<file path="src/rtl/pll_md_reconfig_if.sv">
// Handshake, PLL control and Gowin MD-port signals of the PLL reprogramming sequencer.
// The slave modport is the sequencer; the master modport is the requester and PLL side.
interface pll_md_reconfig_if;
   logic       req;
   logic       prof_sel;
   logic       busy;
   logic       done;
   logic       error;
   logic       pll_reset;
   logic       pll_lock;
   logic       mdclk;
   logic [1:0] mdopc;
   logic       mdainc;
   logic [7:0] mdwdi;
   logic [7:0] mdrdo;

   modport slave (
      input  req, prof_sel, pll_lock, mdrdo,
      output busy, done, error, pll_reset, mdclk, mdopc, mdainc, mdwdi
   );

   modport master (
      output req, prof_sel, pll_lock, mdrdo,
      input  busy, done, error, pll_reset, mdclk, mdopc, mdainc, mdwdi
   );
endinterface

</file>
<file path="src/rtl/pll_md_reconfig.sv">
// Gowin PLLA MD-port sequencer: holds the PLL in reset and writes IDIV/MDIV/ODIV0 for one of two
// profiles, then waits for lock with retry. PLL_MD_READBACK_EN adds a read-back verify pass.
module pll_md_reconfig #(
   parameter logic [7:0]  ADDR_IDIV    = 8'h00,
   parameter logic [7:0]  ADDR_MDIV    = 8'h01,
   parameter logic [7:0]  ADDR_ODIV0   = 8'h02,
   parameter logic [7:0]  P0_IDIV      = 8'd1,
   parameter logic [7:0]  P0_MDIV      = 8'd27,
   parameter logic [7:0]  P0_ODIV0     = 8'd50,
   parameter logic [7:0]  P1_IDIV      = 8'd1,
   parameter logic [7:0]  P1_MDIV      = 8'd28,
   parameter logic [7:0]  P1_ODIV0     = 8'd50,
   parameter int unsigned RST_HOLD     = 16,
   parameter int unsigned LOCK_TIMEOUT = 200000,
   parameter int unsigned MAX_RETRY    = 3
) (
   input  logic                clk,
   input  logic                reset,
   pll_md_reconfig_if.slave    io_md
);
   localparam int unsigned TMO_W = $clog2(LOCK_TIMEOUT + 1);
   localparam int unsigned CNT_W = $clog2(RST_HOLD + 4);
   localparam int unsigned RTY_W = $clog2(MAX_RETRY + 1);

   localparam logic [1:0] OP_NOP = 2'b00;
   localparam logic [1:0] OP_WR  = 2'b01;
   localparam logic [1:0] OP_RD  = 2'b10;
   localparam logic [1:0] OP_LA  = 2'b11;

   typedef enum logic [3:0] {
      StIdle,
      StAssertRst,
      StAddr,
      StWrite,
      StGap,
      StHold,
      StWaitLock,
      StFail
`ifdef PLL_MD_READBACK_EN
      , StVerify
`endif
   } state_t;

   state_t             r_state;
   logic               r_phase;
   logic [1:0]         r_idx;
   logic [CNT_W-1:0]   r_cnt;
   logic [TMO_W-1:0]   r_tmo;
   logic [2:0]         r_lcnt;
   logic [RTY_W-1:0]   r_retry;
   logic               r_prof;
   logic               r_lock_s1;
   logic               r_lock_s2;
   logic               r_busy;
   logic               r_done;
   logic               r_error;
   logic               r_pll_reset;
   logic               r_mdclk;
   logic [1:0]         r_mdopc;
   logic [7:0]         r_mdwdi;
`ifdef PLL_MD_READBACK_EN
   logic [1:0]         r_vstep;
`endif

   logic [1:0]         w_idx_nxt;
   logic               w_last;
   logic               w_tmo_hit;
   logic               w_locked;

   function automatic logic [7:0] f_addr(input logic [1:0] idx);
      logic [7:0] a;
      case (idx)
         2'd0:    a = ADDR_IDIV;
         2'd1:    a = ADDR_MDIV;
         default: a = ADDR_ODIV0;
      endcase
      return a;
   endfunction

   function automatic logic [7:0] f_val(input logic prof, input logic [1:0] idx);
      logic [7:0] v;
      case (idx)
         2'd0:    v = prof ? P1_IDIV : P0_IDIV;
         2'd1:    v = prof ? P1_MDIV : P0_MDIV;
         default: v = prof ? P1_ODIV0 : P0_ODIV0;
      endcase
      return v;
   endfunction

   assign w_idx_nxt = r_idx + 2'd1;
   assign w_last    = (r_idx == 2'd2);
   assign w_tmo_hit = (r_tmo == TMO_W'(LOCK_TIMEOUT));
   // Eighth consecutive synchronised-high sample completes the qualification window.
   assign w_locked  = r_lock_s2 && (r_lcnt == 3'd7);

   always_ff @(posedge clk or posedge reset) begin
      if (reset) begin
         r_lock_s1 <= 1'b0;
         r_lock_s2 <= 1'b0;
      end else begin
         r_lock_s1 <= io_md.pll_lock;
         r_lock_s2 <= r_lock_s1;
      end
   end

   always_ff @(posedge clk or posedge reset) begin
      if (reset) begin
         r_state     <= StIdle;
         r_phase     <= 1'b0;
         r_idx       <= 2'd0;
         r_cnt       <= '0;
         r_tmo       <= '0;
         r_lcnt      <= 3'd0;
         r_retry     <= '0;
         r_prof      <= 1'b0;
         r_busy      <= 1'b0;
         r_done      <= 1'b0;
         r_error     <= 1'b0;
         r_pll_reset <= 1'b0;
         r_mdclk     <= 1'b0;
         r_mdopc     <= OP_NOP;
         r_mdwdi     <= 8'h00;
`ifdef PLL_MD_READBACK_EN
         r_vstep     <= 2'd0;
`endif
      end else begin
         r_done <= 1'b0;
         case (r_state)
            StIdle: begin
               if (io_md.req) begin
                  r_prof      <= io_md.prof_sel;
                  r_busy      <= 1'b1;
                  r_error     <= 1'b0;
                  r_retry     <= '0;
                  r_pll_reset <= 1'b1;
                  r_cnt       <= '0;
                  r_state     <= StAssertRst;
               end
            end
            StAssertRst: begin
               if (r_cnt == CNT_W'(3)) begin
                  r_idx   <= 2'd0;
                  r_phase <= 1'b0;
                  r_mdclk <= 1'b0;
                  r_mdopc <= OP_LA;
                  r_mdwdi <= f_addr(2'd0);
                  r_state <= StAddr;
               end else begin
                  r_cnt <= r_cnt + CNT_W'(1);
               end
            end
            // Each op is phase A (mdclk low, opc/wdi change) then phase B (mdclk high).
            StAddr: begin
               if (!r_phase) begin
                  r_phase <= 1'b1;
                  r_mdclk <= 1'b1;
               end else begin
                  r_phase <= 1'b0;
                  r_mdclk <= 1'b0;
                  r_mdopc <= OP_WR;
                  r_mdwdi <= f_val(r_prof, r_idx);
                  r_state <= StWrite;
               end
            end
            StWrite: begin
               if (!r_phase) begin
                  r_phase <= 1'b1;
                  r_mdclk <= 1'b1;
               end else begin
                  r_phase <= 1'b0;
                  r_mdclk <= 1'b0;
                  r_mdopc <= OP_NOP;
                  r_state <= StGap;
               end
            end
            StGap: begin
               if (!r_phase) begin
                  r_phase <= 1'b1;
                  r_mdclk <= 1'b1;
               end else begin
                  r_phase <= 1'b0;
                  r_mdclk <= 1'b0;
                  if (w_last) begin
`ifdef PLL_MD_READBACK_EN
                     r_idx   <= 2'd0;
                     r_vstep <= 2'd0;
                     r_mdopc <= OP_LA;
                     r_mdwdi <= f_addr(2'd0);
                     r_state <= StVerify;
`else
                     r_cnt   <= '0;
                     r_state <= StHold;
`endif
                  end else begin
                     r_idx   <= w_idx_nxt;
                     r_mdopc <= OP_LA;
                     r_mdwdi <= f_addr(w_idx_nxt);
                     r_state <= StAddr;
                  end
               end
            end
`ifdef PLL_MD_READBACK_EN
            // Load address, read, then sample mdrdo as the following nop slot ends.
            StVerify: begin
               if (!r_phase) begin
                  r_phase <= 1'b1;
                  r_mdclk <= 1'b1;
               end else begin
                  r_phase <= 1'b0;
                  r_mdclk <= 1'b0;
                  case (r_vstep)
                     2'd0: begin
                        r_mdopc <= OP_RD;
                        r_vstep <= 2'd1;
                     end
                     2'd1: begin
                        r_mdopc <= OP_NOP;
                        r_vstep <= 2'd2;
                     end
                     default: begin
                        if (io_md.mdrdo != f_val(r_prof, r_idx)) begin
                           r_error     <= 1'b1;
                           r_busy      <= 1'b0;
                           r_pll_reset <= 1'b0;
                           r_state     <= StFail;
                        end else if (w_last) begin
                           r_cnt   <= '0;
                           r_state <= StHold;
                        end else begin
                           r_idx   <= w_idx_nxt;
                           r_vstep <= 2'd0;
                           r_mdopc <= OP_LA;
                           r_mdwdi <= f_addr(w_idx_nxt);
                        end
                     end
                  endcase
               end
            end
`endif
            StHold: begin
               if (r_cnt == CNT_W'(RST_HOLD - 1)) begin
                  r_pll_reset <= 1'b0;
                  r_tmo       <= '0;
                  r_lcnt      <= 3'd0;
                  r_state     <= StWaitLock;
               end else begin
                  r_cnt <= r_cnt + CNT_W'(1);
               end
            end
            StWaitLock: begin
               if (w_locked) begin
                  r_done  <= 1'b1;
                  r_busy  <= 1'b0;
                  r_state <= StIdle;
               end else begin
                  // A lock drop restarts qualification but not the timeout.
                  r_lcnt <= r_lock_s2 ? r_lcnt + 3'd1 : 3'd0;
                  if (w_tmo_hit) begin
                     if (r_retry < RTY_W'(MAX_RETRY - 1)) begin
                        r_retry     <= r_retry + RTY_W'(1);
                        r_pll_reset <= 1'b1;
                        r_cnt       <= '0;
                        r_state     <= StAssertRst;
                     end else begin
                        r_error     <= 1'b1;
                        r_busy      <= 1'b0;
                        r_pll_reset <= 1'b0;
                        r_state     <= StFail;
                     end
                  end else begin
                     r_tmo <= r_tmo + TMO_W'(1);
                  end
               end
            end
            StFail: begin
               r_state <= StIdle;
            end
            default: begin
               r_state <= StIdle;
            end
         endcase
      end
   end

   assign io_md.busy      = r_busy;
   assign io_md.done      = r_done;
   assign io_md.error     = r_error;
   assign io_md.pll_reset = r_pll_reset;
   assign io_md.mdclk     = r_mdclk;
   assign io_md.mdopc     = r_mdopc;
   assign io_md.mdainc    = 1'b0;
   assign io_md.mdwdi     = r_mdwdi;
endmodule

</file>
<file path="src/flat_wrapper.sv">
// flat-port wrapper written by rule: the top's interface ports become plain ports
module pll_md_reconfig_flat 
#(
   parameter logic [7:0]  ADDR_IDIV    = 8'h00,
   parameter logic [7:0]  ADDR_MDIV    = 8'h01,
   parameter logic [7:0]  ADDR_ODIV0   = 8'h02,
   parameter logic [7:0]  P0_IDIV      = 8'd1,
   parameter logic [7:0]  P0_MDIV      = 8'd27,
   parameter logic [7:0]  P0_ODIV0     = 8'd50,
   parameter logic [7:0]  P1_IDIV      = 8'd1,
   parameter logic [7:0]  P1_MDIV      = 8'd28,
   parameter logic [7:0]  P1_ODIV0     = 8'd50,
   parameter int unsigned RST_HOLD     = 16,
   parameter int unsigned LOCK_TIMEOUT = 200000,
   parameter int unsigned MAX_RETRY    = 3
)
  (clk, reset, io_md_req, io_md_prof_sel, io_md_pll_lock, io_md_mdrdo, io_md_busy, io_md_done, io_md_error, io_md_pll_reset, io_md_mdclk, io_md_mdopc, io_md_mdainc, io_md_mdwdi);
  pll_md_reconfig_if io_md_i ();
  input  logic clk;
  input  logic reset;
  input wire logic [$bits(io_md_i.req)-1:0] io_md_req;
  input wire logic [$bits(io_md_i.prof_sel)-1:0] io_md_prof_sel;
  input wire logic [$bits(io_md_i.pll_lock)-1:0] io_md_pll_lock;
  input wire logic [$bits(io_md_i.mdrdo)-1:0] io_md_mdrdo;
  output wire logic [$bits(io_md_i.busy)-1:0] io_md_busy;
  output wire logic [$bits(io_md_i.done)-1:0] io_md_done;
  output wire logic [$bits(io_md_i.error)-1:0] io_md_error;
  output wire logic [$bits(io_md_i.pll_reset)-1:0] io_md_pll_reset;
  output wire logic [$bits(io_md_i.mdclk)-1:0] io_md_mdclk;
  output wire logic [$bits(io_md_i.mdopc)-1:0] io_md_mdopc;
  output wire logic [$bits(io_md_i.mdainc)-1:0] io_md_mdainc;
  output wire logic [$bits(io_md_i.mdwdi)-1:0] io_md_mdwdi;
  assign io_md_i.req = io_md_req;
  assign io_md_i.prof_sel = io_md_prof_sel;
  assign io_md_i.pll_lock = io_md_pll_lock;
  assign io_md_i.mdrdo = io_md_mdrdo;
  assign io_md_busy = io_md_i.busy;
  assign io_md_done = io_md_i.done;
  assign io_md_error = io_md_i.error;
  assign io_md_pll_reset = io_md_i.pll_reset;
  assign io_md_mdclk = io_md_i.mdclk;
  assign io_md_mdopc = io_md_i.mdopc;
  assign io_md_mdainc = io_md_i.mdainc;
  assign io_md_mdwdi = io_md_i.mdwdi;
  pll_md_reconfig #(.ADDR_IDIV(ADDR_IDIV), .ADDR_MDIV(ADDR_MDIV), .ADDR_ODIV0(ADDR_ODIV0), .P0_IDIV(P0_IDIV), .P0_MDIV(P0_MDIV), .P0_ODIV0(P0_ODIV0), .P1_IDIV(P1_IDIV), .P1_MDIV(P1_MDIV), .P1_ODIV0(P1_ODIV0), .RST_HOLD(RST_HOLD), .LOCK_TIMEOUT(LOCK_TIMEOUT), .MAX_RETRY(MAX_RETRY)) u_core (.clk(clk), .reset(reset), .io_md(io_md_i));
endmodule
</file>
<file path="config.mk">
export PLATFORM = sky130hd
export DESIGN_NAME = pll_md_reconfig_flat
export DESIGN_NICKNAME = d
export VERILOG_FILES = /design/src/rtl/pll_md_reconfig_if.sv /design/src/rtl/pll_md_reconfig.sv /design/src/flat_wrapper.sv
export SDC_FILE = /design/constraint.sdc
export NUM_CORES = 1
export LEC_CHECK = 0
export BUFFER_PORTS_ARGS = -buffer_cell sky130_fd_sc_hd__buf_2
export CAP_MARGIN = 25
export CORE_MARGIN = 4
export CORE_UTILIZATION = 50
export DETAILED_ROUTE_END_ITERATION = 6
export GPL_TIMING_DRIVEN = 0
export PLACE_DENSITY_LB_ADDON = 0.08
export SLEW_MARGIN = 20
export SYNTH_ARGS = -nofsm -noshare
export SYNTH_HDL_FRONTEND = slang
export SYNTH_SLANG_ARGS = --single-unit
</file>
<file path="constraint.sdc">
create_clock -name clk -period 2.4 [get_ports clk]
set_input_delay 0.48 -clock clk [delete_from_list [all_inputs] [get_ports clk]]
set_output_delay 0.48 -clock clk [all_outputs]
set_load 0.05 [all_outputs]
</file>
---- Word level (Yosys, flattened, before mapping) ----
Cells that the tools add are included.
cells by class
  reductions and logical operators ........ 26
  magnitude comparators ................... 1
  shift-type cells ........................ 0
  multiply operators ...................... 0
  divide/modulo/power cells ............... 0
  add/sub/neg operators ................... 5
  equal/unequal tests ..................... 30
  bitwise logic cells ..................... 0
  muxes and demuxes ....................... 71
operator list
  cell                                                              number
  18-bit 2-to-1 mux                                                 3
  5-bit 2-to-1 mux                                                  8
  18-bit one-hot mux with 2 select lines                            1
  4-bit 2-to-1 mux                                                  8
  8-bit 2-to-1 mux                                                  4
  4-bit one-hot mux with 7 select lines                             1
  5-bit one-hot mux with 5 select lines                             1
  2-bit 2-to-1 mux                                                  12
  8-bit one-hot mux with 3 select lines                             1
  5-bit AND reduction                                               4
  18-bit by 1-bit adder with 18-bit output (second input constant)  1
  18-bit == test (second input constant)                            1
  3-bit 2-to-1 mux                                                  6
  1-bit 2-to-1 mux                                                  16
  2-bit by 1-bit != test with 1-bit output (second input constant)  8
  8-bit one-hot mux with 2 select lines                             1
  2-bit != test (second input constant)                             7
  4-bit by 3-bit == test with 1-bit output (second input constant)  3
  2-bit one-hot mux with 2 select lines                             3
  4-bit AND reduction                                               3
  9-bit AND reduction                                               1
  4-bit by 2-bit == test with 1-bit output (second input constant)  2
  2-bit one-hot mux with 4 select lines                             1
  2-bit nonzero test                                                4
  other kinds (26)                                                  33
storage, ports and cells
  memory bits (writable) .................. 0
  register bits ........................... 52
  bits in latches ......................... 0
  output and inout port bits .............. 16
  logic and storage cells ................. 149
  memories ................................ 0
  bits in read-only memories .............. 0
  bits of input ports ..................... 13

---- Depth between registers and ports, before layout ----
  depth in word-level cells ............... 6
  mapped depth ............................ 9
  mapped depth without buffers ............ 8

---- Least setup slack after synthesis ----
Ideal clock, no wire load.
  kind .................................... flip-flop to flip-flop
  start ................................... register u_core.r_lcnt[0]
  end ..................................... register u_core.r_tmo[15]
  path slack .............................. -13 ps
  setup time .............................. 78 ps
  cell stages (with the launch flop) ...... 9
  required time ........................... 2322 ps
  data arrival time ....................... 2336 ps
  clock period less this slack ............ 2413 ps
  path buffers ............................ 1
  cell sequence ........................... dfrtp_1 > ha_1 > ha_1 > a21oi_1 > a22oi_2 > or4_1 > buf_2 > or3_1 > a21oi_1
on the way
  longest elaborated chain between the ends .. 4
ends and longest elaborated chain
  item                           line                    text
  start, declared                pll_md_reconfig.sv:49   logic [2:0] r_lcnt;
  start signal, assigned         pll_md_reconfig.sv:257  r_lcnt <= r_lock_s2 ? r_lcnt + 3'd1 : 3'd0;
  3-bit == test                  pll_md_reconfig.sv:94   assign w_locked = r_lock_s2 && (r_lcnt == 3'd7);
  1-bit logical AND              pll_md_reconfig.sv:94
  2-bit != test (no line)        -
  4-bit AND reduction (no line)  -
  end signal, assigned           pll_md_reconfig.sv:271  r_tmo <= r_tmo + TMO_W'(1);
  end, declared                  pll_md_reconfig.sv:48   logic [TMO_W-1:0] r_tmo;
Every way passes these cells.
A chain may end at the register's enable or synchronous reset.

---- Worst setup path in the final report ----
  start ................................... register u_core.r_tmo[3]
  end ..................................... register u_core.r_retry[0]
on the way
  longest elaborated chain between the ends .. 3
ends and longest elaborated chain
  item                                                line                    text
  18-bit == test                                      pll_md_reconfig.sv:92   assign w_tmo_hit = (r_tmo == TMO_W'(LOCK_TIMEOUT));
  2-bit by 1-bit != test with 1-bit output (no line)  -
  5-bit AND reduction (no line)                       -
  end signal, assigned                                pll_md_reconfig.sv:260  r_retry <= r_retry + RTY_W'(1);
  end, declared                                       pll_md_reconfig.sv:50   logic [RTY_W-1:0] r_retry;
Every way passes these cells.

==> flow_metrics.env <==
export IMPL_grt_overflow=0
export IMPL_drv_cap=0
export IMPL_vdd_drop_max_mv=0.540
export IMPL_cts_tree="yes"
export IMPL_fmax_ghz=0.428
export IMPL_vias=2460
export IMPL_synth_distinct_cells=60
export IMPL_fp_coreArea_mm2=0.00551
export IMPL_drc=0
export IMPL_power_share_clock_pct=15.1
export IMPL_cts_htree_levels=2
export IMPL_clock_root_buffer="clkbuf_8"
export IMPL_synth_area_per_cell_um2=9.20
export IMPL_initial_core_util_pct=51.6
export IMPL_fin_crit_sh_pct=97.3
export IMPL_routed_wl_mm=6.76
export IMPL_crit_arrival_ps=2570
export IMPL_io_pins=29
export IMPL_p_per_area_mw_per_mm2=996
export IMPL_placed_cell_area_mm2=0.00305
export IMPL_dp_hpwl_mm=4.75
export IMPL_dr_pass1_iters=4
export IMPL_fp_dieH_um=83.4
export IMPL_grt_pass1_vias=2506
export IMPL_crit_path_start_kind="flip-flop"
export IMPL_io_buffers=17
export IMPL_sequentialPowerShare_pct=32.5
export IMPL_status="completed"
export IMPL_comb_power_share_pct=52.4
export IMPL_skew_ps=7.79
export IMPL_syn_inst=309
export IMPL_crit_path_start="u_core.r_tmo[3]"
export IMPL_antenna_found_initial=0
export IMPL_leakagePower_uw=0.00140
export IMPL_grt_max_degree=34
export IMPL_ctsHoldBuffers=0
export IMPL_p_int_uw=1770
export IMPL_netlist_area_mm2=0.00284
export IMPL_ys_seq_elements=49
export IMPL_r2r_start="u_core.r_tmo[3]"
export IMPL_grt_usage_pct=20.5
export IMPL_die_area_mm2=0.00695
export IMPL_ys_seq_area_share_pct=43.2
export IMPL_critPathRequiredTime_ps=2630
export IMPL_ys_flop_type="dfrtp_1"
export IMPL_design_area_mm2=0.00330
export IMPL_rsz0062_at_grt="yes"
export IMPL_drtAntennaViolNets=0
export IMPL_grt_pass1_wl_mm=11.9
export IMPL_num_rows=27
export IMPL_critPathKind="reg2reg"
export IMPL_vias_per_cell=5.86
export IMPL_hold_viol_final=0
export IMPL_clock_sinks=49
export IMPL_setup_viol_count_final=0
export IMPL_maxSlewHeadroom_pct=53.5
export IMPL_async_reset_ff_share_pct=100
export IMPL_clkLatencyLatePin_ps=310
export IMPL_synth_enable_flop_cells=0
export IMPL_drt_iter0_drc=187
export IMPL_die_w_um=83.4
export IMPL_tightestPinTransition_ps=691
export IMPL_slew_viol_final=0
export IMPL_wire_per_inst_um=16.1
export IMPL_hold_class="in2async"
export IMPL_p_sw_share_pct=46.1
export IMPL_drive_above_1_share_pct=21.0
export IMPL_fin_cells=420
export IMPL_cts_buffers=5
export IMPL_nets=369
export IMPL_fin_crit_ps=2330
export IMPL_routabilityCongestion=0.849
export IMPL_synthToLayoutAreaGrowth_pct=16.2
export IMPL_critPathMaxFanout=3
export IMPL_clkTransAtPathRegs_ps=90
export IMPL_dpl_cell_count=401
export IMPL_n_antenna_cell=0
export IMPL_switching_power_uw=1520
export IMPL_ys_warn_count=0
export IMPL_endpoint_kind="flip-flop"
export IMPL_clk_path_buf_depth=2
-- kinds of logic (layout without fill, tap and decap cells) --
family | Yosys count | in the layout | share of synthesized area [%]
flops | 49 | 49 | 43.2
compound gates | 77 | 77 | 17.5
fa+ha+maj | 9 | 9 | 3.96
mux | 9 | 9 | 3.48
simple gates | 123 | 123 | 23.9
xor+xnor | 11 | 11 | 3.39
buf+inv | 30 | 67 | 4.49
other cells | 1 | 3 | 0.132
-- cells in the final DEF (no fill, tap or decap), types with 4 or more instances in the layout --
| master | instances |
|---|---|
| clkbuf_8 | 5 |
| clkbuf_1 | 9 |
| buf_2 | 19 |
| buf_4 | 14 |
| or4_1 | 4 |
| nor2b_1 | 6 |
| dfrtp_1 | 48 |
| o211ai_1 | 4 |
| ha_1 | 6 |
| nor3_1 | 9 |
| o22ai_1 | 4 |
| and4_1 | 4 |
| mux2_2 | 7 |
| a21oi_1 | 20 |
| nand3_1 | 15 |
| o21ai_0 | 17 |
| nor4_1 | 4 |
| nand2_1 | 27 |
| xnor2_1 | 8 |
| inv_1 | 12 |
| nor2_1 | 22 |
| nand2b_1 | 4 |
-- critical path, stage by stage (launching register included) --
cell	delay [ps]
dfrtp_2	420
or4_4	550
or4_4	450
or3b_4	430
nor3_4	200
mux2i_1	200
-- cell usage after synthesis, drive strengths merged (3+ instances only) --
cell | count | share of area, %
a21o | 3 | 0.84
buf | 8 | 1.6
xor2 | 3 | 0.92
o31ai | 3 | 0.79
o21ai | 19 | 3.3
clkbuf | 8 | 1.1
nand4b | 3 | 0.92
nand2 | 27 | 3.6
ha | 9 | 4.0
mux2 | 7 | 2.8
and3 | 3 | 0.66
nor2b | 7 | 1.6
a31oi | 3 | 0.66
nand4 | 3 | 0.66
nor4 | 5 | 1.1
a21oi | 21 | 3.7
o211ai | 4 | 1.1
and4 | 4 | 1.2
inv | 13 | 1.7
xnor2 | 8 | 2.5
o22ai | 4 | 0.88
or3 | 3 | 0.66
or4 | 7 | 2.1
nand3 | 15 | 2.6
nor2 | 22 | 2.9
nand2b | 4 | 0.88
nor3 | 11 | 2.1
dfrtp | 49 | 43
a22o | 3 | 0.92
-- worst paths after layout --
check                               endpoint  slack, ps  cells after the start
max                        u_core.r_retry[0]         70                      5
min                         u_core.r_lock_s2        130                      2
max reg2reg                u_core.r_retry[0]         70                      5
min reg2reg                 u_core.r_lock_s2        350                      0
max in group asynchronous    u_core.r_tmo[7]       1780                      3
min in group clk            u_core.r_lock_s1        270                      1
-- timing repair --
| action | in CTS | in global routing |
|---|---|---|
| resized for setup | 9 | 9 |
| setup buffers | 3 | 8 |
| pin swaps | 2 | 5 |
| endpoints found under the setup margin | 21 | 25 |
-- final cells by class --
class | count | area, µm²
sequential | 49 | 1230
clock buffer | 6 | 72.6
tap | 72 | 90.1
buffer | 16 | 81.3
multi-input combinational | 232 | 1570
inverter | 14 | 53.8
clock inverter | 2 | 13.8
fill | 480 | 2210
timing repair buffer | 29 | 188
-- metrics by stage --
step | utilization, % | setup TNS (ps) | setup slack, ps | hold slack [ps] | power, µW
detailed placement | 55.4 | -4110 | -304 | 335 | 2710
CTS | 57.9 | 0 | 1.76 | 147 | 3260
floorplan | - | 0 | 70.2 | 331 | 2320
global placement | 55.0 | -3750 | -265 | 334 | 2680
finish | 59.9 | 0 | 66.0 | 134 | 3290
global route | 59.9 | -78.6 | -45.3 | 154 | 3530
-- per-layer routing --
metal / track usage, % / wire length (µm)
met5: 0 / 0
met1: 26.4 / 2920
met3: 4.27 / 266
met4: 5.79 / 111
met2: 34.8 / 3460
-- power by group through the flow --
| stage | logic [µW] | clock network [µW] | registers, µW |
|---|---|---|---|
| floorplan | 1020 | 0 | 1300 |
| global placement | 1600 | 0 | 1080 |
| detailed placement | 1620 | 0 | 1090 |
| CTS | 1690 | 507 | 1070 |
| global route | 1890 | 548 | 1090 |
| finish | 1720 | 496 | 1070 |
-- state kept, by name, summed over array words and instances (netlist names) --
signal	count
u_core.r_state	3
u_core.io_md.mdwdi	6
u_core.io_md.error	1
u_core.r_tmo	18
u_core.io_md.done	1
u_core.r_retry	2
u_core.io_md.pll_reset	1
u_core.r_cnt	5
u_core.io_md.mdopc	2
u_core.io_md.mdclk	1
u_core.r_lock_s2	1
u_core.r_lcnt	3
u_core.r_prof	1
u_core.r_lock_s1	1
u_core.io_md.busy	1
u_core.r_idx	2
No activity file was read; power rests on OpenSTA's default activity.
